**src/rtl/datapath_control_unit.sv**
```systemverilog
// Hardwired Moore controller for the single-bus datapath: fetch (T0-T2) then decode/execute (T3-T5).
// ALU instruction takes 6 cycles, nop/illegal/halt 4; T1 stalls on mem_ready=0 with its strobes held.
module datapath_control_unit #(
   parameter int CNT_W = 16
) (
   input  logic             clock,
   input  logic             clear,
   input  logic             start,
   input  logic             stop,
   input  logic [31:0]      ir,
   input  logic             mem_ready,
   output logic             PCout,
   output logic             PCin,
   output logic             IncPC,
   output logic             MARin,
   output logic             Zin,
   output logic             Zlowout,
   output logic             Read,
   output logic             MDRin,
   output logic             MDRout,
   output logic             IRin,
   output logic             Yin,
   output logic             Gra,
   output logic             Grb,
   output logic             Grc,
   output logic             Rin,
   output logic             Rout,
   output logic [3:0]       alu_op,
   output logic             run,
   output logic             halted,
   output logic             illegal,
   output logic [CNT_W-1:0] instr_count
);

   typedef enum logic [2:0] {
      S_IDLE = 3'd0,
      S_T0   = 3'd1,
      S_T1   = 3'd2,
      S_T2   = 3'd3,
      S_T3   = 3'd4,
      S_T4   = 3'd5,
      S_T5   = 3'd6,
      S_HALT = 3'd7
   } state_t;

   state_t           state_q, state_d;
   logic [CNT_W-1:0] count_q, count_d;

   logic [4:0] opcode;
   logic       is_alu;
   logic       is_halt;
   logic       is_illegal;
   logic [3:0] dec_op;
   logic       retire;

   // Register fields are consumed by the external select/encode block, not here.
   logic       unused_ir_fields;

   assign opcode           = ir[31:27];
   assign unused_ir_fields = ^ir[26:0];

   always_comb begin
      is_alu     = 1'b0;
      is_halt    = 1'b0;
      is_illegal = 1'b0;
      dec_op     = 4'b0000;
      case (opcode)
         5'b00011: begin is_alu = 1'b1; dec_op = 4'b0001; end
         5'b00100: begin is_alu = 1'b1; dec_op = 4'b0010; end
         5'b00101: begin is_alu = 1'b1; dec_op = 4'b0011; end
         5'b00110: begin is_alu = 1'b1; dec_op = 4'b0100; end
         5'b00111: begin is_alu = 1'b1; dec_op = 4'b0101; end
         5'b01000: begin is_alu = 1'b1; dec_op = 4'b0110; end
         5'b11010: ;
         5'b11011: is_halt = 1'b1;
         default:  is_illegal = 1'b1;
      endcase
   end

   always_comb begin
      state_d = state_q;
      retire  = 1'b0;
      case (state_q)
         S_IDLE: if (start) state_d = S_T0;
         S_T0:   state_d = S_T1;
         S_T1:   if (mem_ready) state_d = S_T2;
         S_T2:   state_d = S_T3;
         S_T3: begin
            if (is_alu) begin
               state_d = S_T4;
            end else if (is_halt) begin
               // Halt beats a concurrent stop request.
               retire  = 1'b1;
               state_d = S_HALT;
            end else begin
               retire  = 1'b1;
               state_d = stop ? S_IDLE : S_T0;
            end
         end
         S_T4:   state_d = S_T5;
         S_T5: begin
            retire  = 1'b1;
            state_d = stop ? S_IDLE : S_T0;
         end
         S_HALT: state_d = S_HALT;
         default: state_d = S_IDLE;
      endcase
      count_d = retire ? count_q + CNT_W'(1) : count_q;
   end

   always_comb begin
      PCout   = 1'b0;
      PCin    = 1'b0;
      IncPC   = 1'b0;
      MARin   = 1'b0;
      Zin     = 1'b0;
      Zlowout = 1'b0;
      Read    = 1'b0;
      MDRin   = 1'b0;
      MDRout  = 1'b0;
      IRin    = 1'b0;
      Yin     = 1'b0;
      Gra     = 1'b0;
      Grb     = 1'b0;
      Grc     = 1'b0;
      Rin     = 1'b0;
      Rout    = 1'b0;
      alu_op  = 4'b0000;
      run     = 1'b0;
      halted  = 1'b0;
      illegal = 1'b0;
      case (state_q)
         S_T0: begin
            run = 1'b1; PCout = 1'b1; MARin = 1'b1; IncPC = 1'b1; Zin = 1'b1;
         end
         S_T1: begin
            // Z is untouched during a stall, so holding PCin is harmless.
            run = 1'b1; Zlowout = 1'b1; PCin = 1'b1; Read = 1'b1; MDRin = 1'b1;
         end
         S_T2: begin
            run = 1'b1; MDRout = 1'b1; IRin = 1'b1;
         end
         S_T3: begin
            run     = 1'b1;
            illegal = is_illegal;
            if (is_alu) begin
               Grb = 1'b1; Rout = 1'b1; Yin = 1'b1;
            end
         end
         S_T4: begin
            run = 1'b1; Grc = 1'b1; Rout = 1'b1; Zin = 1'b1; alu_op = dec_op;
         end
         S_T5: begin
            run = 1'b1; Zlowout = 1'b1; Gra = 1'b1; Rin = 1'b1;
         end
         S_HALT: halted = 1'b1;
         default: ;
      endcase
   end

   assign instr_count = count_q;

   always_ff @(posedge clock or negedge clear) begin
      if (!clear) begin
         state_q <= S_IDLE;
         count_q <= '0;
      end else begin
         state_q <= state_d;
         count_q <= count_d;
      end
   end

endmodule

```
**config.mk**
```make
export PLATFORM = sky130hd
export DESIGN_NAME = datapath_control_unit
export DESIGN_NICKNAME = d
export VERILOG_FILES = /design/src/rtl/datapath_control_unit.sv
export SDC_FILE = /design/constraint.sdc
export NUM_CORES = 1
export LEC_CHECK = 0
export BUFFER_PORTS_ARGS = -buffer_cell sky130_fd_sc_hd__clkbuf_2
export CAP_MARGIN = 20
export CORE_MARGIN = 4
export CORE_UTILIZATION = 34
export CTS_BUF_LIST = sky130_fd_sc_hd__clkbuf_4 sky130_fd_sc_hd__clkbuf_8
export CTS_CLUSTER_DIAMETER = 30
export DETAILED_ROUTE_END_ITERATION = 10
export PLACE_DENSITY = 0.66
export SETUP_SLACK_MARGIN = 0.5
export SYNTH_ARGS = -nofsm -noshare
export SYNTH_HDL_FRONTEND = slang
export SYNTH_SLANG_ARGS = --single-unit
```
**constraint.sdc**
```tcl
create_clock -name clock -period 5.2 [get_ports clock]
set_input_delay 1.04 -clock clock [delete_from_list [all_inputs] [get_ports clock]]
set_output_delay 1.04 -clock clock [all_outputs]
set_load 0.005 [all_outputs]
```
# Yosys cells after proc, flatten, opt, wreduce, memory -nomap -nowiden
# Index checks and enable logic that the tools add are counted.
[word_totals]
output_inout_bits = 39
regBits = 19
[classes]
eq_ne = 17
n_mux = 26
add_sub_neg = 1
reduce_logical = 7
[ops]
columns = ["op", "count"]
rows = [
  ["3-bit case mux with 8 select lines", 1],
  ["5-bit by 3-bit equality test with 1-bit output, second input constant", 4],
  ["3-bit case mux with 6 select lines", 1],
  ["1-bit 2-to-1 mux", 17],
  ["16-bit by 1-bit adder with 16-bit output, second input constant", 1],
  ["3-bit equality test, second input constant", 4],
  ["3-bit 2-to-1 mux", 4],
  ["6-bit OR reduction", 2],
  ["5-bit equality test, second input constant", 2],
  ["8-bit OR reduction", 1],
  ["3-bit by 2-bit equality test with 1-bit output, second input constant", 2],
  ["5-bit by 2-bit equality test with 1-bit output, second input constant", 1],
  ["5-bit by 4-bit equality test with 1-bit output, second input constant", 1],
  ["4-bit 2-to-1 mux", 1],
  ["2-bit inequality test, second input constant", 2],
  ["1-bit case mux with 2 select lines", 2],
  ["2-bit OR reduction", 2],
  ["3-bit by 1-bit equality test with 1-bit output, second input constant", 1],
  ["3-bit logical NOT", 1],
  ["2-bit AND reduction", 1],
]

# Depth between registers and ports, before layout
# Gate-level depths: netlist of the first run.
[depth]
depth_word = 5
mapped_depth = 6
ltp_nobuf = 5

# Worst setup path before layout of the first run
# No wires, ideal clock.
[synth_path]
kind = "in2out"
startpoint = "input ir[28]"
endpoint = "output Yin"
path_slack_ns = 1.890
path_stages = 6
t_arrival_ns = 2.270
path_cell_list = "buf_6 -> nor4b_4 -> a21o_2 -> and2_1 -> nor3b_1 -> buf_4"
[synth_between]
elab_chain_len = 5
word_cells_on_any_way = 10
cone_classes = "6 x eq/ne; 3 x mux; 1 x reduce/logical"
[synth_rtl]
columns = ["element", "line", "source"]
rows = [
  ["from (decl)", "10", "input logic [31:0] ir,"],
  ["5-bit by 4-bit equality test with 1-bit output (tied with other cells)", "67", "case (opcode)"],
  ["6-bit OR reduction (no line) (*)", "n/a", ""],
  ["1-bit 2-to-1 mux (*)", "67", ""],
  ["1-bit 2-to-1 mux (*) (2 in a row)", "n/a", ""],
  ["to (decl)", "22", "output logic Yin,"],
]
# Mark *: on every way between the ends. The rest lies on a longest branch, timed or not.

# Final worst setup path of the first run
[layout_path]
startpoint = "input ir[28]"
endpoint = "output Yin"
[layout_between]
elab_chain_len = 5
word_cells_on_any_way = 10
cone_classes = "6 x eq/ne; 3 x mux; 1 x reduce/logical"
[layout_rtl]
columns = ["element", "line", "source"]
rows = [
  ["5-bit by 4-bit equality test with 1-bit output (tied with other cells)", "67", ""],
  ["6-bit OR reduction (no line) (*)", "n/a", ""],
  ["1-bit 2-to-1 mux (*)", "67", ""],
  ["1-bit 2-to-1 mux (*)", "146", "if (is_alu) begin"],
  ["1-bit 2-to-1 mux (*)", "132", "case (state_q)"],
]
# Marked as above.

==> results by group, run 1 <==
Run status
  – Outcome: finished, final reports clean

Yosys
  – Syn_nets: 167
  – Count leader, synth: dfrtp_1
  – Post-synth top area cell: dfrtp_1
  – Synth Flop Type: dfrtp_1
  – Asr flop ratio synth: 1.000
  – Synth Register Bits: 19
  – Number of flops mapped to enable cells by yosys: 0
  – Synth warnings: 0
  – Cells after Synth: around 130
  – Synth top cells by count: 19 x dfrtp_1, 9 x nand2_1, 9 x nor2_1, 9 x nor3_1, 9 x xor2_1
  – Post-Syn Area per Cell: a little under 10 um2
  – Top-area cell type share of the netlist area: 0.3808
  – Seq/Total Area, Yosys: 0.3808
  – Synth cell types: 35
  – Mapped Area: between 1000 and 1500 um2
  – Ranking of synthesized cells by area: dfrtp_1 38%, xor2_1 6.3%, buf_4 4.8%

Global route
  – Met3 GRT Util: 0.01621
  – Number of global-route vias before repair: 1041
  – Met2 GRT Util: 0.2026
  – Global-route congestion overflow total: 0
  – Gr busiest metal: met2
  – First-pass GRT wire length: around 4400 um
  – Met1 Use GR: 0.1581
  – Largest net degree at the start of global routing: 20
  – Tot GR Track Use: 0.1202
  – Antenna violations before repair: 0

Power and ir drop
  – Switching Fraction: 0.3797
  – Sequential share of power: 0.421
  – PD cells: 384.8 nW/um2
  – Combinational power share: 0.395
  – P_int: about 360 uW
  – Maximum vdd drop: between 0.00015 and 0.0002 V
  – Clock share of power: 0.184
  – Psw: 218.5 uW
  – Leak Pwr: a little under 0.7 nW

Place
  – Placed wire-length estimate: between 2000 and 2500 um
  – IO buf count: 47
  – Placed instance count: between 200 and 250
  – Placer Congestion: 0.7896
  – DP Area: 1446 um2

Clock network
  – Clk Latency, worst-skew pair: 250 ps
  – H-tree levels: 1
  – Hold-fix buffers at CTS: 0
  – Post-CTS resize count: 0
  – Post-CTS Setup Bufs: 0
  – Clock buffer depth: 2
  – Reg clk slew, reported paths: ~70 ps
  – Clock root cell: clkbuf_8
  – # clock sinks: 19
  – CTS tree: done
  – CTS buffer count: 3

Setup path
  – R2R depth: 4
  – CP Depth: 6
  – Critical path's slowest cell: nor4b_4
  – Critical Path Fanout Max: 8
  – CP Launch Type: input pin
  – Worst Path Arrival: about 2400 ps
  – Worst Setup End Kind: output pin
  – Req. time, crit path: about 4200 ps
  – Critical path class: in -> out
  – Critical Path Max Stage Delay: roughly 470 ps
  – Bufs and invs on worst path: 2
  – Crit path max-delay family: simple AND/OR/NAND/NOR gates
  – Most frequent CP cell: clkbuf_2
  – Crit-path cells: clkbuf_2 -> nor4b_4 -> a21o_2 -> and2_1 -> nor3b_1 -> clkbuf_2

Floorplanning
  – Die W: roughly 69 um
  – Starting density of the core: 0.3628
  – Cell row count: 21
  – Die height: about 69 um
  – Core ar.: ~3400 um2
  – Die area: 4706 um2
  – Io pins: 76

Timing
  – Setup TNS Final: 0 ps
  – Final setup fails: 0
  – Period utilisation layout: 0.6583
  – Min cycle time layout: ~3400 ps
  – Final hold violations: 0
  – RSZ-0062 raised after global routing: no
  – Hold slack final: about 470 ps
  – Peak Freq: approximately 300 MHz
  – Slew Limit Fails: 0
  – Worst Skew: about 2.7 ps

Final layout
  – Final Util: 0.4344
  – Area occupied by multi-input gates: 663.1 um2
  – Share of layout cells above drive strength 1: 0.3533
  – Register Area: 475.5 um2
  – N_diodes: 0
  – # nets final: roughly 210
  – Layout area overhead: 19.74%
  – Fillers: between 300 and 400
  – Non-filler instance count after layout: roughly 210
  – Post-Layout Inst Area: around 1500 um2

Detailed routing
  – Via count: around 1.1k
  – WL/cell: approximately 12 um
  – Via-per-instance ratio: between 4 and 5
  – Post-route ant nets: 0
  – Residual DRC: 0
  – Drt first pass iters: 4
  – Post-Route WL: 2565 um
  – DRT iter0 DRCs: 28

Hold path
  – Hold Path Cell Cnt: 1
  – Hold WC Path Type: reg -> reg

Job
  – Maxcap violations: 0
==> cell usage in the layout (no fill, tap or decap), types with 4 or more instances in the layout <==
cell type,instances
nor3_1,9
a21oi_1,6
inv_1,4
dfrtp_1,19
xor2_1,9
nand3_1,4
xnor2_1,6
nor2_1,9
clkbuf_2,47
nand2_1,9
nor2b_1,5
and3_1,4
==> cell families after synthesis <==
group           share of synthesized area
xor+xnor                           0.1052
simple gates                       0.2795
compound gates                     0.1152
flops                              0.3808
fa+ha+maj                         0.01002
other cells                      0.003003
buf+inv                           0.08817
mux                               0.01803
==> power by group through the flow <==
stage	sequential, mW	combinational [mW]	clock, mW
3_5_place_dp	0.245	0.231	0
3_3_place_gp	0.243	0.228	0
2_1_floorplan	0.216	0.187	0
5_1_grt	0.252	0.261	0.117
6_report	0.242	0.227	0.106
4_1_cts	0.243	0.232	0.109
==> cell type report <==
cell class                 count  share of cell area
clock buffer                   4             0.03264
inverter                       4             0.01004
multi-input combinational     93              0.4435
sequential                    19              0.3180
tap                           46             0.03849
timing repair buffer          47              0.1573
==> flip-flops by register name (all words and copies together) (netlist names) <==
signal / flops
instr_count: 16
state_q: 3
==> layer usage <==
metal | share of wire | up-vias
li1 | - | 516
met1 | 0.44 | 493
met2 | 0.47 | 43
met3 | 0.080 | 2
met4 | 0.0031 | 0
met5 | 0 | -
==> stage by stage <==
| stage | total power [mW] | worst slack (ps) |
|---|---|---|
| after detailed placement | 0.4760 | 1760 |
| after global placement | 0.4709 | 1799 |
| after CTS | 0.5845 | 1752 |
| after global routing | 0.6296 | 1607 |
| after floorplan | 0.4026 | 1890 |
| final | 0.5754 | 1777 |
==> worst paths after layout <==
| path | from | to | slack (ps) |
|---|---|---|---|
| hold / removal | instr_count[15] | instr_count[15] | 470 |
| min in group asynchronous | clear | instr_count[7] | 730 |
| max in group asynchronous | clear | state_q[1] | 4150 |
| hold reg to reg | instr_count[15] | instr_count[15] | 470 |
| setup / recovery | ir[28] | Yin | 1780 |
| setup reg to reg | state_q[1] | instr_count[10] | 3390 |
Power figures use the tool's default switching activity.
==> inputs of run 2 (changes only) <==
--- a/config.mk
+++ b/config.mk
@@ -12,7 +12,7 @@
 export CTS_BUF_LIST = sky130_fd_sc_hd__clkbuf_4 sky130_fd_sc_hd__clkbuf_8
 export CTS_CLUSTER_DIAMETER = 30
 export DETAILED_ROUTE_END_ITERATION = 10
-export PLACE_DENSITY = 0.66
+export PLACE_DENSITY = 0.68
 export SETUP_SLACK_MARGIN = 0.5
 export SYNTH_ARGS = -nofsm -noshare
 export SYNTH_HDL_FRONTEND = slang
==> constraint.sdc (replaced) <==
create_clock -name clock -period 2.75 [get_ports clock]
set_input_delay 0.55 -clock clock [delete_from_list [all_inputs] [get_ports clock]]
set_output_delay 0.55 -clock clock [all_outputs]
set_load 0.005 [all_outputs]
==> results by group, run 2 (same netlist as run 1, synthesis figures left out) <==
Global route
  – Number of global-route vias before repair: 1008 (was 1041)
  – Tot GR Track Use: 0.1167 (was 0.1202)
  – First-pass GRT wire length: 4353 um (was 4429 um)
  – Largest net degree at the start of global routing: 20 (unchanged)
  – Antenna violations before repair: 0 (unchanged)
  – Global-route congestion overflow total: 0 (unchanged)

Detailed routing
  – Via-per-instance ratio: 4.921 (was 4.948)
  – DRT iter0 DRCs: 53 (was 28)
  – Post-Route WL: 2600 um (was 2565 um)
  – Drt first pass iters: 4 (unchanged)
  – Via count: 1063 (was 1054)
  – WL/cell: 12.04 um (about the same)
  – Residual DRC: 0 (unchanged)
  – Post-route ant nets: 0 (unchanged)

Clock network
  – Clock buffer depth: 2 (unchanged)
  – CTS tree: done (unchanged)
  – Reg clk slew, reported paths: 80 ps (was 70 ps)
  – CTS buffer count: 3 (unchanged)
  – Hold-fix buffers at CTS: 0 (unchanged)
  – H-tree levels: 1 (unchanged)
  – # clock sinks: 19 (unchanged)
  – Clock root cell: clkbuf_8 (unchanged)
  – Clk Latency, worst-skew pair: 260 ps (was 250 ps)

Setup path
  – Req. time, crit path: 2200 ps (was 4160 ps)
  – Critical Path Max Stage Delay: 220 ps (was 470 ps)
  – Crit-path cells: clkbuf_4 -> a21o_1 -> a21o_2 -> and2_4 -> a2111oi_2 -> buf_2 (was clkbuf_2 -> nor4b_4 -> a21o_2 -> and2_1 -> nor3b_1 -> clkbuf_2)
  – Critical path class: in -> out (unchanged)
  – R2R depth: 4 (unchanged)
  – Critical Path Fanout Max: 8 (unchanged)
  – Worst Setup End Kind: output pin (unchanged)
  – Critical path's slowest cell: a21o_2 (was nor4b_4)
  – Worst Path Arrival: 1650 ps (was 2380 ps)
  – CP Launch Type: input pin (unchanged)

Power and ir drop
  – Leak Pwr: 0.7018 nW (was 0.6833 nW)
  – Maximum vdd drop: 0.0004126 V (was 0.0001680 V)
  – PD cells: 714.2 nW/um2 (was 384.8 nW/um2)

Floorplanning
  – Io pins: 76 (unchanged)
  – Die W: 68.60 um (unchanged)
  – Core ar.: 3442 um2 (unchanged)
  – Cell row count: 21 (unchanged)
  – Die height: 68.60 um (unchanged)
  – Starting density of the core: 0.3628 (unchanged)
  – Die area: 4706 um2 (unchanged)

Final layout
  – Most frequent cells in the layout: 45 x clkbuf_2, 18 x dfrtp_1 (was 47 x clkbuf_2, 19 x dfrtp_1)
  – Layout area overhead: 22.95% (was 19.74%)
  – Non-filler instance count after layout: 216 (was 213)
  – N_diodes: 0 (unchanged)
  – Share of layout cells above drive strength 1: 0.3824 (was 0.3533)
  – Fillers: 363 (was 352)
  – Commonest non-fill, non-tap cell in the layout: clkbuf_2 (unchanged)
  – # nets final: 209 (was 206)
  – Max reg flops: 16 (unchanged)

Hold path
  – Hold WC Path Type: in -> async (was reg -> reg)

Place
  – IO buf count: 47 (unchanged)
  – Placed instance count: 209 (unchanged)
  – Placed wire-length estimate: 1977 um (was 2035 um)
  – Placer Congestion: 0.7573 (was 0.7896)

Job
  – Maxcap violations: 0 (unchanged)

Run status
  – Outcome: finished, final reports clean (unchanged)

Timing
  – Period utilisation layout: 0.8003
  – Final hold violations: 0 (unchanged)
  – Final setup fails: 0 (unchanged)
  – Peak Freq: around 450 MHz
  – Hold slack final: 229.1 ps (was 470.7 ps)
  – Min cycle time layout: approximately 2200 ps
  – Slew Limit Fails: 0 (unchanged)
  – Worst Skew: 6.198 ps (was 2.741 ps)
  – Setup TNS Final: 0 ps (unchanged)
  – RSZ-0062 raised after global routing: yes (was no)
## run 2: final timing paths
path	from	slack, ps	end
min in group clock	instr_count[15]	480	instr_count[15]
max in group asynchronous	clear	2180	state_q[0]
min reg2reg	instr_count[15]	480	instr_count[15]
min	clear	230	instr_count[8]
max reg2reg	state_q[1]	940	instr_count[10]
max	ir[28]	550	illegal
## run 2: report_power, final
part           internal (mW)  total [mW]  switching, mW
Clock                  0.102       0.197         0.0947
Combinational          0.224       0.439          0.214
Sequential             0.345       0.461          0.116
Total                  0.672        1.10          0.425
## run 2: final cells by class
class	instances	area, um2	area share
multi-input combinational	93	676.9	0.4409
sequential	19	476.7	0.3105
clock buffer	3	41.29	0.02689
timing repair buffer	50	260.3	0.1695
inverter	4	15.01	0.009780
clock inverter	1	7.507	0.004890
tap	46	57.56	0.03749
## run 2: routing by layer
layer | vias up | GRT usage | share of wire
li1 | 523 | - | -
met3 | 0 | 0.02431 | 0.088
met1 | 502 | 0.1516 | 0.45
met2 | 38 | 0.1955 | 0.46
met4 | 0 | 0.02978 | 0
met5 | - | 0 | 0
## run 2: timing repair
| action | in CTS | in global routing |
|---|---|---|
| endpoints found under the setup margin | 3 | 4 |
| pin swaps | 3 | 1 |
| buffers inserted | 2 | 1 |
| gates resized for setup | 1 | 4 |
| hold endpoints to repair | 0 | 0 |
## run 2: critical path: cells and delay by family
kind / cells / cell delay (ps)
simple gates: 1 / 160
compound gates: 3 / 610
buf+inv: 2 / 330
## run 2: metrics by stage
step	setup WS (ps)	power (mW)	utilization	instance area [um2]
final	549.1	1.096	0.4460	1535
after global routing	465.8	1.195	0.4460	1535
after CTS	526.0	1.106	0.4409	1518
after detailed placement	345.5	0.9002	0.4217	1451
after global placement	345.0	0.8959	0.4217	1451
after floorplan	523.7	0.7638	-	1254
==> inputs of run 3 (changes only) <==
--- a/config.mk
+++ b/config.mk
@@ -5,6 +5,7 @@
 export SDC_FILE = /design/constraint.sdc
 export NUM_CORES = 1
 export LEC_CHECK = 0
+export ABC_AREA = 1
 export BUFFER_PORTS_ARGS = -buffer_cell sky130_fd_sc_hd__clkbuf_2
 export CAP_MARGIN = 20
 export CORE_MARGIN = 4
@@ -12,7 +13,7 @@
 export CTS_BUF_LIST = sky130_fd_sc_hd__clkbuf_4 sky130_fd_sc_hd__clkbuf_8
 export CTS_CLUSTER_DIAMETER = 30
 export DETAILED_ROUTE_END_ITERATION = 10
-export PLACE_DENSITY = 0.68
+export PLACE_DENSITY = 0.66
 export SETUP_SLACK_MARGIN = 0.5
 export SYNTH_ARGS = -nofsm -noshare
 export SYNTH_HDL_FRONTEND = slang
==> constraint.sdc (replaced) <==
create_clock -name clock -period 2.02 [get_ports clock]
set_input_delay 0.404 -clock clock [delete_from_list [all_inputs] [get_ports clock]]
set_output_delay 0.404 -clock clock [all_outputs]
set_load 0.005 [all_outputs]
==> results by group, run 3 <==
Yosys
  – Synth warnings: 0 (unchanged)
  – Cells after Synth: 205 (was 129)
  – Mapped Area: 1446 um2 (was 1249 um2)
  – Ranking of synthesized cells by area: dfrtp_1 33%, nand2_1 16%, nand3_1 7.6% (was dfrtp_1 38%, xor2_1 6.3%, buf_4 4.8%)
  – Top-area cell type share of the netlist area: 0.3287 (was 0.3808)
  – Synth Register Bits: 19 (unchanged)
  – Seq/Total Area, Yosys: 0.3287 (was 0.3808)
  – Number of flops mapped to enable cells by yosys: 0 (unchanged)
  – Synth Flop Type: dfrtp_1 (unchanged)
  – Post-synth top area cell: dfrtp_1 (unchanged)
  – Synth top cells by count: 60 x nand2_1, 23 x inv_1, 22 x nand3_1 (was 19 x dfrtp_1, 9 x nand2_1, 9 x nor2_1, 9 x nor3_1, 9 x xor2_1)
  – Count leader, synth: nand2_1 (was dfrtp_1)
  – Post-Syn Area per Cell: 7.056 um2 (was 9.680 um2)
  – Syn_nets: 243 (was 167)
  – Asr flop ratio synth: 1.000 (unchanged)
  – Synth cell types: 31 (was 35)

Detailed routing
  – Post-route ant nets: 0 (unchanged)
  – WL/cell: 12.13 um (was 12.04 um)
  – DRT iter0 DRCs: 47 (was 53)
  – Residual DRC: 0 (unchanged)
  – Drt first pass iters: 4 (unchanged)
  – Via count: 1510 (was 1063)
  – Post-Route WL: 3844 um (was 2600 um)
  – Via-per-instance ratio: 4.763 (was 4.921)

Timing
  – Setup TNS Final: 0 ps (unchanged)
  – Peak Freq: 571.4 MHz
  – Setup ws final: 270.0 ps (was 549.1 ps)
  – Hold slack final: 91.35 ps (was 229.1 ps)
  – Final hold violations: 0 (unchanged)
  – Slew Limit Fails: 0 (unchanged)
  – Worst Skew: 5.146 ps (was 6.198 ps)
  – Final setup fails: 0 (unchanged)
  – RSZ-0062 raised after global routing: yes (unchanged)
  – Period utilisation layout: 0.8663
  – Min cycle time layout: 1750 ps

Final layout
  – Fillers: 392 (was 363)
  – N_diodes: 0 (unchanged)
  – Max reg flops: 16 (unchanged)
  – Post-Layout Inst Area: 2036 um2 (was 1535 um2)
  – Final Util: 0.5017 (was 0.4460)
  – # nets final: 306 (was 209)
  – Commonest non-fill, non-tap cell in the layout: nand2_1 (was clkbuf_2)
  – Most frequent cells in the layout: 56 x nand2_1, 39 x clkbuf_2, 19 x nand3_1 (was 45 x clkbuf_2, 18 x dfrtp_1)
  – Non-filler instance count after layout: 317 (was 216)
  – Share of layout cells above drive strength 1: 0.4345 (was 0.3824)
  – Layout area overhead: 40.74% (was 22.95%)

Power and ir drop
  – Leak Pwr: 1.074 nW (was 0.7018 nW)
  – Maximum vdd drop: 0.0003541 V (was 0.0004126 V)
  – Combinational power share: 0.601 (was 0.400)
  – PD cells: 1006 nW/um2 (was 714.2 nW/um2)
  – Clock share of power: 0.136 (was 0.179)
  – P_int: 1.189 mW (was 671.5 uW)
  – Switching Fraction: 0.4195 (was 0.3875)
  – Design Power: 2.049 mW (was 1.096 mW)
  – Psw: 859.5 uW (was 424.9 uW)
  – Sequential share of power: 0.263 (was 0.420)

Place
  – Placed instance count: 291 (was 209)
  – IO buf count: 47 (unchanged)
  – Placer Congestion: 0.8370 (was 0.7573)
  – Pre-CTS setup slack: 287.2 ps (was 345.5 ps)
  – DP Area: 1652 um2 (was 1451 um2)
  – Placed wire-length estimate: 2597 um (was 1977 um)

Setup path
  – Worst Path Arrival: 1350 ps (was 1650 ps)
  – Worst Setup End Kind: output pin (unchanged)
  – Req. time, crit path: 1620 ps (was 2200 ps)
  – Critical path class: reg -> out (was in -> out)
  – Critical Path Fanout Max: 3 (was 8)
  – CP Launch Type: flip-flop (was input pin)

Clock network
  – Clk Latency, worst-skew pair: 250 ps (was 260 ps)
  – CTS buffer count: 3 (unchanged)
  – Reg clk slew, reported paths: 70 ps (was 80 ps)
  – Hold-fix buffers at CTS: 0 (unchanged)
  – # clock sinks: 19 (unchanged)
  – CTS tree: done (unchanged)
  – H-tree levels: 1 (unchanged)
  – Clock root cell: clkbuf_8 (unchanged)
  – Clock buffer depth: 2 (unchanged)

Floorplanning
  – Io pins: 76 (unchanged)
  – Cell row count: 23 (was 21)
  – Core ar.: 4058 um2 (was 3442 um2)
  – Die area: 5362 um2 (was 4706 um2)
  – Die W: 73.23 um (was 68.60 um)
  – Starting density of the core: 0.3565 (was 0.3628)
  – Die height: 73.23 um (was 68.60 um)

Job
  – Maxcap violations: 0 (unchanged)

Run status
  – Outcome: finished, final reports clean (unchanged)

Global route
  – Global-route congestion overflow total: 0 (unchanged)
  – First-pass GRT wire length: 5858 um (was 4353 um)
  – Antenna violations before repair: 0 (unchanged)
  – Largest net degree at the start of global routing: 22 (was 20)
  – Number of global-route vias before repair: 1328 (was 1008)
  – Tot GR Track Use: 0.1347 (was 0.1167)

Hold path
  – Hold WC Path Type: in -> async (unchanged)
==> run 3: cell count changes in the layout (fill, tap and decap cells not counted), moves of 7 or more <==
cell     delta
buf_4      +12
nand2_1    +47
inv_1      +14
nand3_1    +15
buf_6       +7
==> run 3: worst paths after layout <==
check	cells after the start	slack, ps	startpoint	end
worst min-delay path	1	90	clear	instr_count[2]
worst max register to register	10	540	state_q[1]	instr_count[15]
worst max-delay path	6	270	state_q[1]	alu_op[1]
min in group clock	3	450	mem_ready	state_q[0]
worst min register to register	2	580	instr_count[12]	instr_count[12]
max in group asynchronous	1	1570	clear	state_q[1]
==> run 3: cell families (layout without fill, tap and decap cells) <==
kind of cell / after synthesis / count (layout) / share of synthesized area
xor gates and xnor gates: 10 / 10 / 0.06056
buffers and inverters: 40 / 100 / 0.1471
AOI/OAI and AO/OA: 14 / 14 / 0.06401
adders and majority gates: 1 / 1 / 0.008649
other: 1 / 1 / 0.002593
DFF: 19 / 19 / 0.3287
and+or+nand+nor: 120 / 122 / 0.3884
==> run 3: area by class of cell <==
cell class	instances	area, um2	share of cell area
well taps	50	62.56	0.03073
flip-flops and latches	19	478.0	0.2348
repair buffers	68	436.7	0.2145
inverters	28	120.1	0.05900
multi-input cells	148	889.6	0.4370
clock buffers	4	48.80	0.02397
==> run 3: power by group through the flow <==
stage,Sequential [mW],Combinational (mW),Clock [mW]
detailed placement,0.553,0.703,0
global placement,0.553,0.693,0
CTS,0.546,0.863,0.285
floorplan,0.542,0.571,0
finish,0.540,1.23,0.278
global route,0.549,1.33,0.301
==> run 3: worst max-delay path, stage by stage, from the launching register on <==
cell and delay, ps:
dfrtp_2 470, nor2_4 130, inv_2 50, nor2_4 100, inv_2 70, a211oi_2 140, buf_2 140
==> run 3: per-layer routing <==
layer,vias to the layer above,global-route usage,share of wire
met3,4,0.01791,0.036
met5,-,0,0
met4,0,0.04098,0.011
met2,25,0.2234,0.51
met1,711,0.1811,0.44
li1,770,-,-
==> run 3: timing repair <==
action | in CTS | in global routing
setup endpoints to repair | 36 | 38
pin swaps | 6 | 11
resized for setup | 16 | 34
buffers inserted | 10 | 10
gates cloned | 0 | 2
endpoints found under the hold margin | 0 | 0
